[src/rtl/risc_acc_pkg.sv]
// Shared types for the risc_acc accumulator core: opcodes, FSM states and
// instruction field helpers. Instructions are {opcode[2:0], addr[ADDR_W-1:0]}.
package risc_acc_pkg;

    typedef enum logic [2:0] {
        OP_HLT = 3'd0,
        OP_SKZ = 3'd1,
        OP_ADD = 3'd2,
        OP_AND = 3'd3,
        OP_XOR = 3'd4,
        OP_LDA = 3'd5,
        OP_STO = 3'd6,
        OP_JMP = 3'd7
    } opcode_e;

    typedef enum logic [2:0] {
        S_IDLE   = 3'd0,
        S_FETCH  = 3'd1,
        S_DECODE = 3'd2,
        S_EXEC   = 3'd3,
        S_HALT   = 3'd4
    } state_e;

    // Callers pass the instruction zero-extended to 32 bits plus the address width.
    function automatic opcode_e instr_opcode(input logic [31:0] word, input int addr_w);
        return opcode_e'(3'(word >> addr_w));
    endfunction

    function automatic logic [31:0] instr_addr(input logic [31:0] word, input int addr_w);
        return word & ((32'd1 << addr_w) - 32'd1);
    endfunction

endpackage

[src/rtl/risc_acc_if.sv]
// Program-load valid/ready handshake into the risc_acc core instruction memory.
interface risc_acc_if #(parameter int IW = 8);

    logic          load_valid;
    logic          load_ready;
    logic [IW-1:0] load_data;

    modport master (output load_valid, output load_data, input load_ready);
    modport slave  (input load_valid, input load_data, output load_ready);

endinterface

[src/rtl/risc_acc_alu.sv]
// Combinational datapath of the risc_acc core; non-datapath opcodes pass acc through.
module risc_acc_alu
    import risc_acc_pkg::*;
#(
    parameter int DATA_W = 8
) (
    input  logic [DATA_W-1:0] acc,
    input  logic [DATA_W-1:0] mem_out,
    input  opcode_e           opcode,
    output logic [DATA_W-1:0] result,
    output logic              carry
);

    logic [DATA_W:0] sum;

    always_comb begin
        sum    = {1'b0, acc} + {1'b0, mem_out};
        result = acc;
        case (opcode)
            OP_ADD:  result = sum[DATA_W-1:0];
            OP_AND:  result = acc & mem_out;
            OP_XOR:  result = acc ^ mem_out;
            OP_LDA:  result = mem_out;
            default: result = acc;
        endcase
    end

    assign carry = sum[DATA_W];

endmodule

[src/rtl/risc_acc_core.sv]
// Multicycle accumulator CPU: loadable IMEM, DMEM, FETCH/DECODE/EXEC FSM.
// Optional single-step control is enabled by defining RISC_ACC_STEP_EN.
module risc_acc_core
    import risc_acc_pkg::*;
#(
    parameter  int DATA_W = 8,
    parameter  int ADDR_W = 5,
    localparam int IW     = 3 + ADDR_W
) (
    input  logic              clock,
    input  logic              reset,
    risc_acc_if.slave         load_if,
    input  logic              run,
`ifdef RISC_ACC_STEP_EN
    input  logic              step_mode,
    input  logic              step,
`endif
    output logic              halted,
    output logic              busy,
    output logic [IW-1:0]     instr,
    output logic [DATA_W-1:0] acc,
    output logic [DATA_W-1:0] mem_out,
    output logic [ADDR_W-1:0] pc,
    output logic              carry,
    output logic              zero
);

    localparam int DEPTH = 2 ** ADDR_W;

    state_e            state_q, state_d;
    logic [ADDR_W-1:0] pc_q, pc_d, load_ptr_q, load_ptr_d;
    logic [DATA_W-1:0] acc_q, acc_d, mem_out_q, mem_out_d;
    logic [IW-1:0]     instr_q, instr_d;
    logic              carry_q, carry_d;
    logic [IW-1:0]     imem_q [DEPTH];
    logic [DATA_W-1:0] dmem_q [DEPTH];
    logic              imem_we, dmem_we, fetch_go;
    opcode_e           cur_op;
    logic [ADDR_W-1:0] cur_addr;
    logic [DATA_W-1:0] alu_result;
    logic              alu_carry;

    assign cur_op   = instr_opcode(32'(instr_q), ADDR_W);
    assign cur_addr = ADDR_W'(instr_addr(32'(instr_q), ADDR_W));

`ifdef RISC_ACC_STEP_EN
    assign fetch_go = !step_mode || step;
`else
    assign fetch_go = 1'b1;
`endif

    risc_acc_alu #(.DATA_W(DATA_W)) u_alu (
        .acc     (acc_q),
        .mem_out (mem_out_q),
        .opcode  (cur_op),
        .result  (alu_result),
        .carry   (alu_carry)
    );

    always_comb begin
        state_d    = state_q;
        pc_d       = pc_q;
        acc_d      = acc_q;
        instr_d    = instr_q;
        mem_out_d  = mem_out_q;
        carry_d    = carry_q;
        load_ptr_d = load_ptr_q;
        imem_we    = 1'b0;
        dmem_we    = 1'b0;
        case (state_q)
            S_IDLE, S_HALT: begin
                if (load_if.load_valid) begin
                    imem_we    = 1'b1;
                    load_ptr_d = load_ptr_q + ADDR_W'(1);
                end
                if (run) begin
                    pc_d       = '0;
                    acc_d      = '0;
                    carry_d    = 1'b0;
                    load_ptr_d = '0;
                    state_d    = S_FETCH;
                end
            end
            S_FETCH: begin
                if (fetch_go) begin
                    instr_d = imem_q[pc_q];
                    pc_d    = pc_q + ADDR_W'(1);
                    state_d = S_DECODE;
                end
            end
            S_DECODE: begin
                mem_out_d = dmem_q[cur_addr];
                state_d   = S_EXEC;
            end
            S_EXEC: begin
                state_d = S_FETCH;
                acc_d   = alu_result;
                case (cur_op)
                    OP_HLT:  state_d = S_HALT;
                    OP_SKZ:  if (acc_q == '0) pc_d = pc_q + ADDR_W'(1);
                    OP_ADD:  carry_d = alu_carry;
                    OP_STO:  dmem_we = 1'b1;
                    OP_JMP:  pc_d = cur_addr;
                    default: ;
                endcase
            end
            default: state_d = S_IDLE;
        endcase
    end

    always_ff @(posedge clock or negedge reset) begin
        if (!reset) begin
            state_q    <= S_IDLE;
            pc_q       <= '0;
            acc_q      <= '0;
            instr_q    <= '0;
            mem_out_q  <= '0;
            carry_q    <= 1'b0;
            load_ptr_q <= '0;
        end else begin
            state_q    <= state_d;
            pc_q       <= pc_d;
            acc_q      <= acc_d;
            instr_q    <= instr_d;
            mem_out_q  <= mem_out_d;
            carry_q    <= carry_d;
            load_ptr_q <= load_ptr_d;
        end
    end

    // Memories are not reset; gating writes on reset keeps an aborted STO from landing.
    always_ff @(posedge clock) begin
        if (imem_we && reset) imem_q[load_ptr_q] <= load_if.load_data;
        if (dmem_we && reset) dmem_q[cur_addr] <= acc_q;
    end

    assign load_if.load_ready = (state_q == S_IDLE) || (state_q == S_HALT);
    assign halted             = (state_q == S_HALT);
    assign busy               = (state_q == S_FETCH) || (state_q == S_DECODE) || (state_q == S_EXEC);
    assign instr              = instr_q;
    assign acc                = acc_q;
    assign mem_out            = mem_out_q;
    assign pc                 = pc_q;
    assign carry              = carry_q;
    assign zero               = (acc_q == '0);

endmodule
[src/flat_wrapper.sv]
// flat-port wrapper written by rule: the top's interface ports become plain ports
module risc_acc_core_flat import risc_acc_pkg::*;
#(
    parameter  int DATA_W = 8,
    parameter  int ADDR_W = 5,
    localparam int IW     = 3 + ADDR_W
)
  (clock, reset, run, halted, busy, instr, acc, mem_out, pc, carry, zero, load_if_load_valid, load_if_load_data, load_if_load_ready);
  risc_acc_if load_if_i ();
  input  logic clock;
  input  logic reset;
  input  logic run;
  output logic halted;
  output logic busy;
  output logic [IW-1:0] instr;
  output logic [DATA_W-1:0] acc;
  output logic [DATA_W-1:0] mem_out;
  output logic [ADDR_W-1:0] pc;
  output logic carry;
  output logic zero;
  input wire logic [$bits(load_if_i.load_valid)-1:0] load_if_load_valid;
  input wire logic [$bits(load_if_i.load_data)-1:0] load_if_load_data;
  output wire logic [$bits(load_if_i.load_ready)-1:0] load_if_load_ready;
  assign load_if_i.load_valid = load_if_load_valid;
  assign load_if_i.load_data = load_if_load_data;
  assign load_if_load_ready = load_if_i.load_ready;
  risc_acc_core #(.DATA_W(DATA_W), .ADDR_W(ADDR_W)) u_core (.clock(clock), .reset(reset), .load_if(load_if_i), .run(run), .halted(halted), .busy(busy), .instr(instr), .acc(acc), .mem_out(mem_out), .pc(pc), .carry(carry), .zero(zero));
endmodule
[config.mk]
export PLATFORM = sky130hd
export DESIGN_NAME = risc_acc_core_flat
export DESIGN_NICKNAME = d
export VERILOG_FILES = /design/src/rtl/risc_acc_pkg.sv /design/src/rtl/risc_acc_if.sv /design/src/rtl/risc_acc_alu.sv /design/src/rtl/risc_acc_core.sv /design/src/flat_wrapper.sv
export SDC_FILE = /design/constraint.sdc
export NUM_CORES = 1
export LEC_CHECK = 0
export ABC_AREA = 1
export CAP_MARGIN = 10
export CORE_MARGIN = 2
export CORE_UTILIZATION = 35
export DETAILED_ROUTE_END_ITERATION = 8
export PLACE_DENSITY = 0.58
export SLEW_MARGIN = 20
export SYNTH_ARGS = -nofsm -noshare
export SYNTH_HDL_FRONTEND = slang
export SYNTH_SLANG_ARGS = --single-unit
[constraint.sdc]
create_clock -name clock -period 2.5 [get_ports clock]
set_clock_uncertainty 0.1 [all_clocks]
set_input_delay 0.25 -clock clock [delete_from_list [all_inputs] [get_ports clock]]
set_output_delay 0.25 -clock clock [all_outputs]
set_load 0.05 [all_outputs]
# Yosys cells after proc, flatten, opt, wreduce, memory -nomap -nowiden
# Memory sizes are Yosys's and may differ from the RTL's. A register that Yosys moved wholly into a read port is not among the register bits.
# Index checks and enable logic that the tools add are counted.
# totals
memories	2
mem_bits_rw	512
out_inout_bits	34
word_cells	69
regBits	22
# classes
n_addsub	3
bitwise_logic	2
n_reduce_logical	18
eq_ne	16
mux	23
# mem_list
name	depth	width	rd	rd_clocked_by_memory_dff	wr	line_no	source
u_core.dmem_q	32	8	1	1	1	risc_acc_core.sv:36	logic [DATA_W-1:0] dmem_q [DEPTH];
u_core.imem_q	32	8	1	1	1	risc_acc_core.sv:35	logic [IW-1:0] imem_q [DEPTH];
# ops
op	count
$pmux W8 S4	1
$mux W5	4
$pmux W8 S2	1
$eq A3 B3 Y1 const B	5
$pmux W5 S3	1
$eq A3 B2 Y1 const B	4
$pmux W3 S4	1
$add A5 B1 Y5 const B	2
$mux W1	10
$pmux W5 S2	1
$add A8 B8 Y9	1
$and A8 B8 Y8	1
$logic_not A8 Y1	1
$mux W8	1
$xor A8 B8 Y8	1
$eq A3 B1 Y1 const B	2
$logic_not A3 Y1	2
$mux W3	2
$ne A3 B3 Y1 const B	2
$reduce_and A3 Y1	2
$ne A5 B5 Y1 const B	1
$ne A2 B2 Y1 const B	2
$reduce_and A4 Y1	1
$reduce_bool A2 Y1	2
7 further kinds	11

# Longest topological paths before layout
# Gate-level depths: netlist of run 1.
# depth
depth_word	6
mapped_depth	14
mapped_depth_nobuf	11

# Modules after synthesis
# Synthesis of run 1 repeated with hierarchy kept, for this count alone.
# hier_totals
hier_cells	2260
area_unflattened_um2	23911.7
# modules_own_cells
mod	area_per_inst_um2	cells_each	instances
risc_acc_core	23203.5	2131	1
risc_acc_alu	708.2	129	1

# Worst setup path before layout of run 1
# Ideal clock, no wire load.
# synth_timing
kind	register to register
start	register u_core.acc_q[3] (netlist: u_core.acc[3])
end	register u_core.pc_q[1] (netlist: u_core.pc[1])
period_less_slack_ns	2.388
t_required_ns	2.317
n_path_buf	0
setup_slack_ns	0.112
stages_incl_launch_ff	8
t_arrival_ns	2.206
path_cell_list	dfrtp_1 nor2_1 nand3_1 nor2_1 nor3_2 nor2_4 nand3_1 o21ai_0
# synth_between
elab_chain_cells	3
# synth_lines
item	line_no	source
start: declaration	risc_acc_core.sv:32	logic [DATA_W-1:0] acc_q, acc_d, mem_out_q, mem_out_d;
start signal: assignment	risc_acc_core.sv:115	acc_q <= '0;
start signal: assignment	risc_acc_core.sv:123	acc_q <= acc_d;
$logic_not A8 Y1	--	
via zero	flat_wrapper.sv:20	output logic zero;
$ne A3 B3 Y1 (no line)	--	
$reduce_and A4 Y1 (no line)	--	
end signal: assignment	risc_acc_core.sv:122	pc_q <= pc_d;
end: declaration	risc_acc_core.sv:31	logic [ADDR_W-1:0] pc_q, pc_d, load_ptr_q, load_ptr_d;
# The timed path passes the listed nets, and every way through them passes these cells.
# A chain may end at the register's enable or synchronous reset.

# Final worst setup path of run 1
# layout_timing
start	register u_core.instr_q[4] (netlist: u_core.instr[4]) (read register of u_core.imem_q)
end	output port instr[4]
# layout_rtl
item	line_no	source
start: declaration	risc_acc_core.sv:33	logic [IW-1:0] instr_q, instr_d;
end: declaration	flat_wrapper.sv:15	output logic [IW-1:0] instr;
# No word-level cell between the ends.

==> results of run 1 <==
## logic make-up (layout without fill, tap and decap cells)
| group | count (synthesis) | after routing | share of synthesized area, % |
|---|---|---|---|
| and+or+nand+nor | 1364 | 1364 | 24.0 |
| DFF | 550 | 550 | 69.2 |
| buffers and inverters | 181 | 356 | 3.61 |
| AOI/OAI and AO/OA | 95 | 95 | 2.20 |
| adders and majority gates | 15 | 15 | 0.827 |
| xor gates and xnor gates | 5 | 5 | 0.186 |
## routing by layer
metal / wire, um / up-vias / global-route usage [%] / share of wire, %
met5: 0 / - / 0 / 0
met4: 1670 / 0 / 5.44 / 2.8
met3: 3250 / 101 / 2.68 / 5.4
met2: 28300 / 455 / 28.1 / 47
met1: 26500 / 7800 / 23.1 / 44
li1: - / 7744 / - / -
## timing repair
action | in CTS | in global routing
setup buffers | 0 | 0
setup endpoints to repair | 6 | 6
hold endpoints to repair | 38 | 0
gates resized for setup | 6 | 3
hold buffers | 1 | 0
pin swaps | 0 | 0
## how the worst max path moves through the flow
stage | end | cells past startpoint
after floorplan | u_core.pc[1]$_DFFE_PN0P_ | 7
after global placement | u_core.imem_q[7][7]$_DFFE_PP_ | 7
after detailed placement | u_core.imem_q[3][4]$_DFFE_PP_ | 7
after CTS | pc[2] | 2
after global routing | instr[4] | 1
final | instr[4] | 1
## registers in the layout (all words and copies together), names as in the netlist
| name | count |
|---|---|
| u_core.acc | 8 |
| u_core.carry | 1 |
| u_core.dmem_q | 256 |
| u_core.imem_q | 256 |
| u_core.instr | 8 |
| u_core.load_ptr_q | 5 |
| u_core.mem_out | 8 |
| u_core.pc | 5 |
| u_core.state_q | 3 |
## through the flow
stage | utilization [%] | hold WS, ns | total power, mW | worst slack (ns)
after global routing | 41.2 | 0.206 | 31.5 | 0.00453
final | 41.2 | 0.166 | 29.9 | 0.0481
after floorplan | - | -0.146 | 18.0 | 0.112
after detailed placement | 38.5 | 0.284 | 21.8 | 0.129
after CTS | 41.2 | 0.166 | 30.1 | 0.0205
after global placement | 38.5 | 0.275 | 21.7 | 0.106
## cell type report
| type | instances | area share, % |
|---|---|---|
| Sequential cell | 550 | 59.2 |
| Multi-Input combinational cell | 1479 | 23.3 |
| Timing Repair Buffer | 176 | 5.83 |
| Clock buffer | 66 | 5.29 |
| Tap cell | 873 | 3.96 |
| Clock inverter | 36 | 1.34 |
| Inverter | 78 | 1.07 |
## synthesized netlist by cell type, drive strengths merged
cell and n:
ha 14, a41oi 1, edfxtp 512, nand2 961, clkbuf 17, o21ai 31, a21boi 1, o31ai 2
buf 86, o22ai 4, or2 1, inv 76, a21oi 50, xnor2 2, nand3b 8, nand3 250
xor2 3, o2111ai 4, nor3 13, nor2 113, dfrtp 38, fa 1, nand4 18, o211ai 1
o211a 1, clkinv 2
## layout by cell type, fill, tap and decap left out, types with 3 or more instances in the layout
cell | netlist | routed
clkinv_2 | 0 | 14
nor2_4 | 5 | 5
clkinv_1 | 2 | 13
o22ai_1 | 4 | 4
clkdlybuf4s50_1 | 0 | 25
dlygate4sd2_1 | 0 | 6
inv_1 | 68 | 68
o2111ai_1 | 4 | 4
bufinv_16 | 0 | 7
buf_12 | 0 | 17
nor2_1 | 106 | 105
o21ai_1 | 6 | 6
xor2_1 | 3 | 3
nand3_1 | 248 | 248
clkbuf_16 | 0 | 57
inv_2 | 8 | 7
ha_1 | 14 | 14
nand3b_1 | 8 | 8
nand2_1 | 960 | 959
o21ai_0 | 24 | 24
nor3_2 | 9 | 9
clkbuf_1 | 16 | 9
dfrtp_1 | 38 | 34
edfxtp_1 | 512 | 512
a21oi_1 | 50 | 50
buf_4 | 11 | 125
nor2_2 | 2 | 3
nand4_1 | 18 | 18
## power by group
| group | total, mW | switching [mW] | internal [mW] |
|---|---|---|---|
| combinational | 10.2 | 7.26 | 2.93 |
| sequential | 11.3 | 0.481 | 10.8 |
| clock | 8.42 | 3.53 | 4.89 |
| total | 29.9 | 11.3 | 18.7 |
==> flow_summary.json, run 1 <==
{
  "run_status": "finished, final reports clean",
  "core_um2": 66900,
  "critPathMaxFanout": 7,
  "dp_hpwl_um": 37300,
  "startpoint_type": "flip-flop",
  "antenna_found_initial": 0,
  "r2r-start": "u_core.state_q[1]$_DFFE_PN0P_",
  "die_area_um2": 69500,
  "place_area_um2": 25700,
  "nNetsFinal": 2367,
  "yosysTopAreaCell": "edfxtp_1",
  "fp.dieW_um": 264,
  "syn-num-nets": 2237,
  "clockBufferDepth": 3,
  "cts.sinks": 550,
  "clk_pin_slew_ns": 0.07,
  "post-route-min-period_ns": 2.45,
  "r2r-end": "u_core.imem_q[3][6]$_DFFE_PP_",
  "grt_first_pass_wirelength_um": 93000,
  "worst_pin_slew_ns": 0.660,
  "cts_root_buf": "clkbuf_16",
  "setup_violations": 0,
  "dr_total_vias": 16100,
  "synth-seq-cells": 550,
  "drc": 0,
  "antenna_cells": 0,
  "maxCapViolCount": 0,
  "worst-r2r-setup-slack_ns": 0.28,
  "cp.required_ns": 2.15,
  "gp_congestion": 0.863,
  "grt_pass1_vias": 15900,
  "path_delay_family": "buffers and inverters",
  "port-buffer-count": 45,
  "register_area_um2": 16300,
  "relSlewSlack_pct": 56.2,
  "drt_iter0_drc": 1550,
  "cts.htree.levels": 2,
  "multiInputGateArea_um2": 6420,
  "crit_buf_inv": 1,
  "die_h_um": 264,
  "rsz0062_at_grt": "false",
  "synth.distinct_cells": 40,
  "max_stage_delay_ns": 0.95,
  "viasPerCell": 4.94,
  "ioPinCount": 46,
  "ant_nets": 0,
  "grt_max_degree": 88,
  "critPathSlowestCell": "clkdlybuf4s50_1",
  "fin_crit_sh_pct": 98.1,
  "r2r_cells": 7,
  "ys_seq_area_share_pct": 69.2,
  "wl_um": 59700,
  "initial_core_util_pct": 35.3,
  "syn2layout_area_growth_pct": 16.9,
  "worst_setup_path_end_kind": "output port",
  "tns_ns": 0,
  "stdcell_count": 3258,
  "yosysWarnings": 0,
  "synthTopCellsByArea": "edfxtp_1, nand2_1, nand3_1",
  "syn_area_um2": 23600,
  "fin_area_um2": 27600,
  "drv_slew": 0,
  "power.density_nw_per_um2": 1090,
  "critPathArrivalTime_ns": 2.10,
  "fmax_mhz": 408,
  "place_inst": 3155,
  "startpoint": "u_core.instr[4]$_DFFE_PN0P_",
  "cts_buffers": 55,
  "peakVddDrop_mv": 0.513,
  "dr.pass1.iters": 6,
  "clock_latency_ns": 0.62,
  "p_leak_nw": 10.9,
  "hold_class": "in2async",
  "cts_tree": "built",
  "grt.total_usage_pct": 17.0,
  "syn-instance-count": 2210,
  "syn_area_per_cell_um2": 10.7,
  "fill_cells": 6316,
  "grt-ovfl-total": 0,
  "crit_path_cell_trace": "clkdlybuf4s50_1",
  "critPathKind": "reg2out",
  "core.rowCount": 95,
  "yosysTopAreaCellShare_pct": 65.2,
  "wire_per_inst_um": 18.3,
  "hold_viol_final": 0,
  "drive_gt1_share_pct": 10.9
}
Power figures use the tool's default switching activity.
==> run 2: changes to the inputs <==
SLEW_MARGIN = 10   (was 20)
==> results of run 2 <==
No change in the layout: final DEF, timing and power equal those of run 1.
==> run 3: changes to the inputs <==
PLACE_DENSITY = 0.56   (was 0.58)
SYNTH_HIERARCHICAL = 1   (was unset)
==> run 3 against run 2 <==
Net effect: design area rose by 1.7%; critical path depth increased by 5; area after synthesis rose by 1.4%; die area grew 1.3%; critical endpoint is now u_core/dmem_q[24][6]$_DFFE_PP_; highest routed layer unchanged.
==> flow_summary.json, run 3 <==
{
  "dr_total_vias": 16500,
  "synthTopCellsByArea": "edfxtp_1, nand2_1, nand3_1",
  "core.rowCount": 95,
  "startpoint_type": "flip-flop",
  "syn_area_um2": 23900,
  "wl_um": 62100,
  "r2r-start": "u_core/state_q[2]$_DFFE_PN0P_",
  "fin_util_pct": 41.6,
  "peakVddDrop_mv": 0.707,
  "nNetsFinal": 2427,
  "drc": 0,
  "fmax_mhz": 407,
  "cts.htree.levels": 2,
  "postSynth.asyncResetShare_pct": 6.91,
  "mostFrequentLayoutCells": "nand2_1, edfxtp_1, nand3_1, inv_1, buf_4",
  "die_h_um": 265,
  "power_frac_seq_pct": 37.8,
  "power.density_nw_per_um2": 1040,
  "drive_gt1_share_pct": 13.0,
  "worst_setup_path_end_kind": "flip-flop",
  "wire_per_inst_um": 18.7,
  "place_area_um2": 26200,
  "maxCapViolCount": 0,
  "worst_pin_slew_ns": 0.709,
  "fin_crit_sh_pct": 98.2,
  "yosys.cell_count.top_type": "nand2_1",
  "cp-endpoint": "u_core/dmem_q[24][6]$_DFFE_PP_",
  "grt_pass1_vias": 16300,
  "fp.dieW_um": 265,
  "syn2layout_area_growth_pct": 17.3,
  "register_area_um2": 16300,
  "yosysTopAreaCellShare_pct": 64.3,
  "reg.largest.list": "u_core/dmem_q (256), u_core/imem_q (256)",
  "gp_congestion": 0.853,
  "run_status": "finished, final reports clean",
  "dp_hpwl_um": 39800,
  "synth-edff-count": 512,
  "hold_class": "in2async",
  "clockBufferDepth": 3,
  "port-buffer-count": 45,
  "critPathMaxFanout": 8,
  "synth.distinct_cells": 43,
  "grt-ovfl-total": 0,
  "antenna_found_initial": 0,
  "p_clk_share_pct": 27.8,
  "antenna_cells": 0,
  "drt_iter0_drc": 1645,
  "initial_core_util_pct": 35.5,
  "syn-num-nets": 2286,
  "cts.sinks": 550,
  "multiInputGateArea_um2": 6150,
  "worst-r2r-setup-slack_ns": 0.04,
  "cts_tree": "built",
  "synth_common_cells": "nand2_1, edfxtp_1, nand3_1",
  "rsz0062_at_grt": "true",
  "core_um2": 67400,
  "relSlewSlack_pct": 52.6,
  "critPathArrivalTime_ns": 2.65,
  "grt.total_usage_pct": 17.6,
  "yosysWarnings": 6,
  "clock_latency_ns": 0.61,
  "p_sw_share_pct": 37.4,
  "grt_first_pass_wirelength_um": 95200,
  "ys.flop_type": "edfxtp_1",
  "syn_area_per_cell_um2": 10.6,
  "r2r-end": "u_core/dmem_q[24][6]$_DFFE_PP_",
  "hold_viol_final": 0,
  "p_sw_mw": 10.9,
  "clk_pin_slew_ns": 0.06,
  "ioPinCount": 46,
  "layout_commonest_cell": "nand2_1",
  "cts_root_buf": "clkbuf_16",
  "p_comb_share_pct": 34.4,
  "drv_slew": 0,
  "cts_buffers": 55,
  "fin_area_um2": 28100,
  "synth-seq-cells": 550,
  "fill_cells": 6345,
  "critPathKind": "reg2reg",
  "post-route-min-period_ns": 2.46,
  "cp.required_ns": 2.70,
  "ys_seq_area_share_pct": 68.3,
  "die_area_um2": 70400,
  "setup_violations": 0,
  "dr.pass1.iters": 5,
  "grt_max_degree": 98,
  "syn-instance-count": 2260,
  "viasPerCell": 4.97,
  "p_int_mw": 18.3,
  "yosysTopAreaCell": "edfxtp_1",
  "r2r_cells": 6,
  "ant_nets": 0,
  "startpoint": "u_core/state_q[2]$_DFFE_PN0P_",
  "p_leak_nw": 11.1
}
[run 3: changes by cell type after synthesis, sizes merged, moves of 3 or more]
cell,change
o211ai,+7
o2111ai,-3
clkbuf,+27
o21ai,-4
buf,-28
nand3,+128
or2,+42
nand3b,-6
nand4,+29
nand2,-289
inv,+190
a21oi,-37
nor2,-7
[run 3: metrics by stage]
stage	setup slack, ns	TNS [ns]	cells	total power, mW	hold WS [ns]
5_1_grt	-0.110	-10.58	3319	30.8	0.206
3_5_place_dp	-0.0521	-1.61	3215	21.3	-0.00128
4_1_cts	0.0241	0	3319	29.4	0.169
6_report	0.0438	0	3319	29.3	0.193
2_1_floorplan	0.00323	0	2260	17.4	-0.146
3_3_place_gp	-0.00413	-0.0320	3215	21.2	-0.00852
[run 3: layout make-up]
cell class              count  area share, %
well taps                 873           3.89
flip-flops and latches    550           58.2
multi-input cells        1338           21.9
clock inverters            30           1.07
inverters                 270           3.62
clock buffers              72           5.25
repair buffers            186           6.00
[run 3: how the worst min path moves through the flow]
stage / from / end / slack, ns / cells past startpoint
floorplan: reset / u_core/acc[0]$_DFFE_PN0P_ / -0.15 / 0
global placement: reset / u_core/instr[7]$_DFFE_PN0P_ / -0.009 / 1
detailed placement: reset / u_core/instr[7]$_DFFE_PN0P_ / -0.001 / 1
CTS: reset / u_core/pc[4]$_DFFE_PN0P_ / 0.17 / 3
global route: reset / u_core/instr[4]$_DFFE_PN0P_ / 0.21 / 3
finish: reset / u_core/pc[4]$_DFFE_PN0P_ / 0.19 / 3
[run 3: power by group through the flow]
stage	sequential [mW]	clock [mW]	combinational (mW)
after detailed placement	11.3	0	10.0
after global routing	11.1	8.71	11.0
after floorplan	11.9	0	5.57
final	11.1	8.14	10.1
after CTS	11.1	8.33	10.0
after global placement	11.2	0	9.99
[run 3: per-layer routing]
layer / track usage, % / vias to the layer above / part of all wire [%]
met1: 24.1 / 8024 / 45
met4: 5.02 / 0 / 2.5
met5: 0 / - / 0
li1: - / 7863 / -
met2: 29.2 / 523 / 47
met3: 2.67 / 93 / 6.2
[run 3: repair_timing]
action / in CTS / in global routing
hold buffers: 2 / 0
resized for setup: 6 / 2
endpoints found under the setup margin: 82 / 216
hold endpoints to repair: 38 / 0
cloned: 0 / 0
setup buffers: 0 / 0
[run 3: cells by family after synthesis]
kind of cell	synth area share, %
adders and majority gates	0.764
buffers and inverters	6.10
and+or+nand+nor	23.3
xor gates and xnor gates	0.147
DFF	68.3
AOI/OAI and AO/OA	1.43
[run 3: worst max-delay path, cell delays in order, from the launching register on]
cell and delay [ns]:
dfrtp_1 0.45, nor3_4 0.22, inv_1 0.13, nor3_2 0.37, nand2_1 0.46, nor2_1 0.22, buf_4 0.20
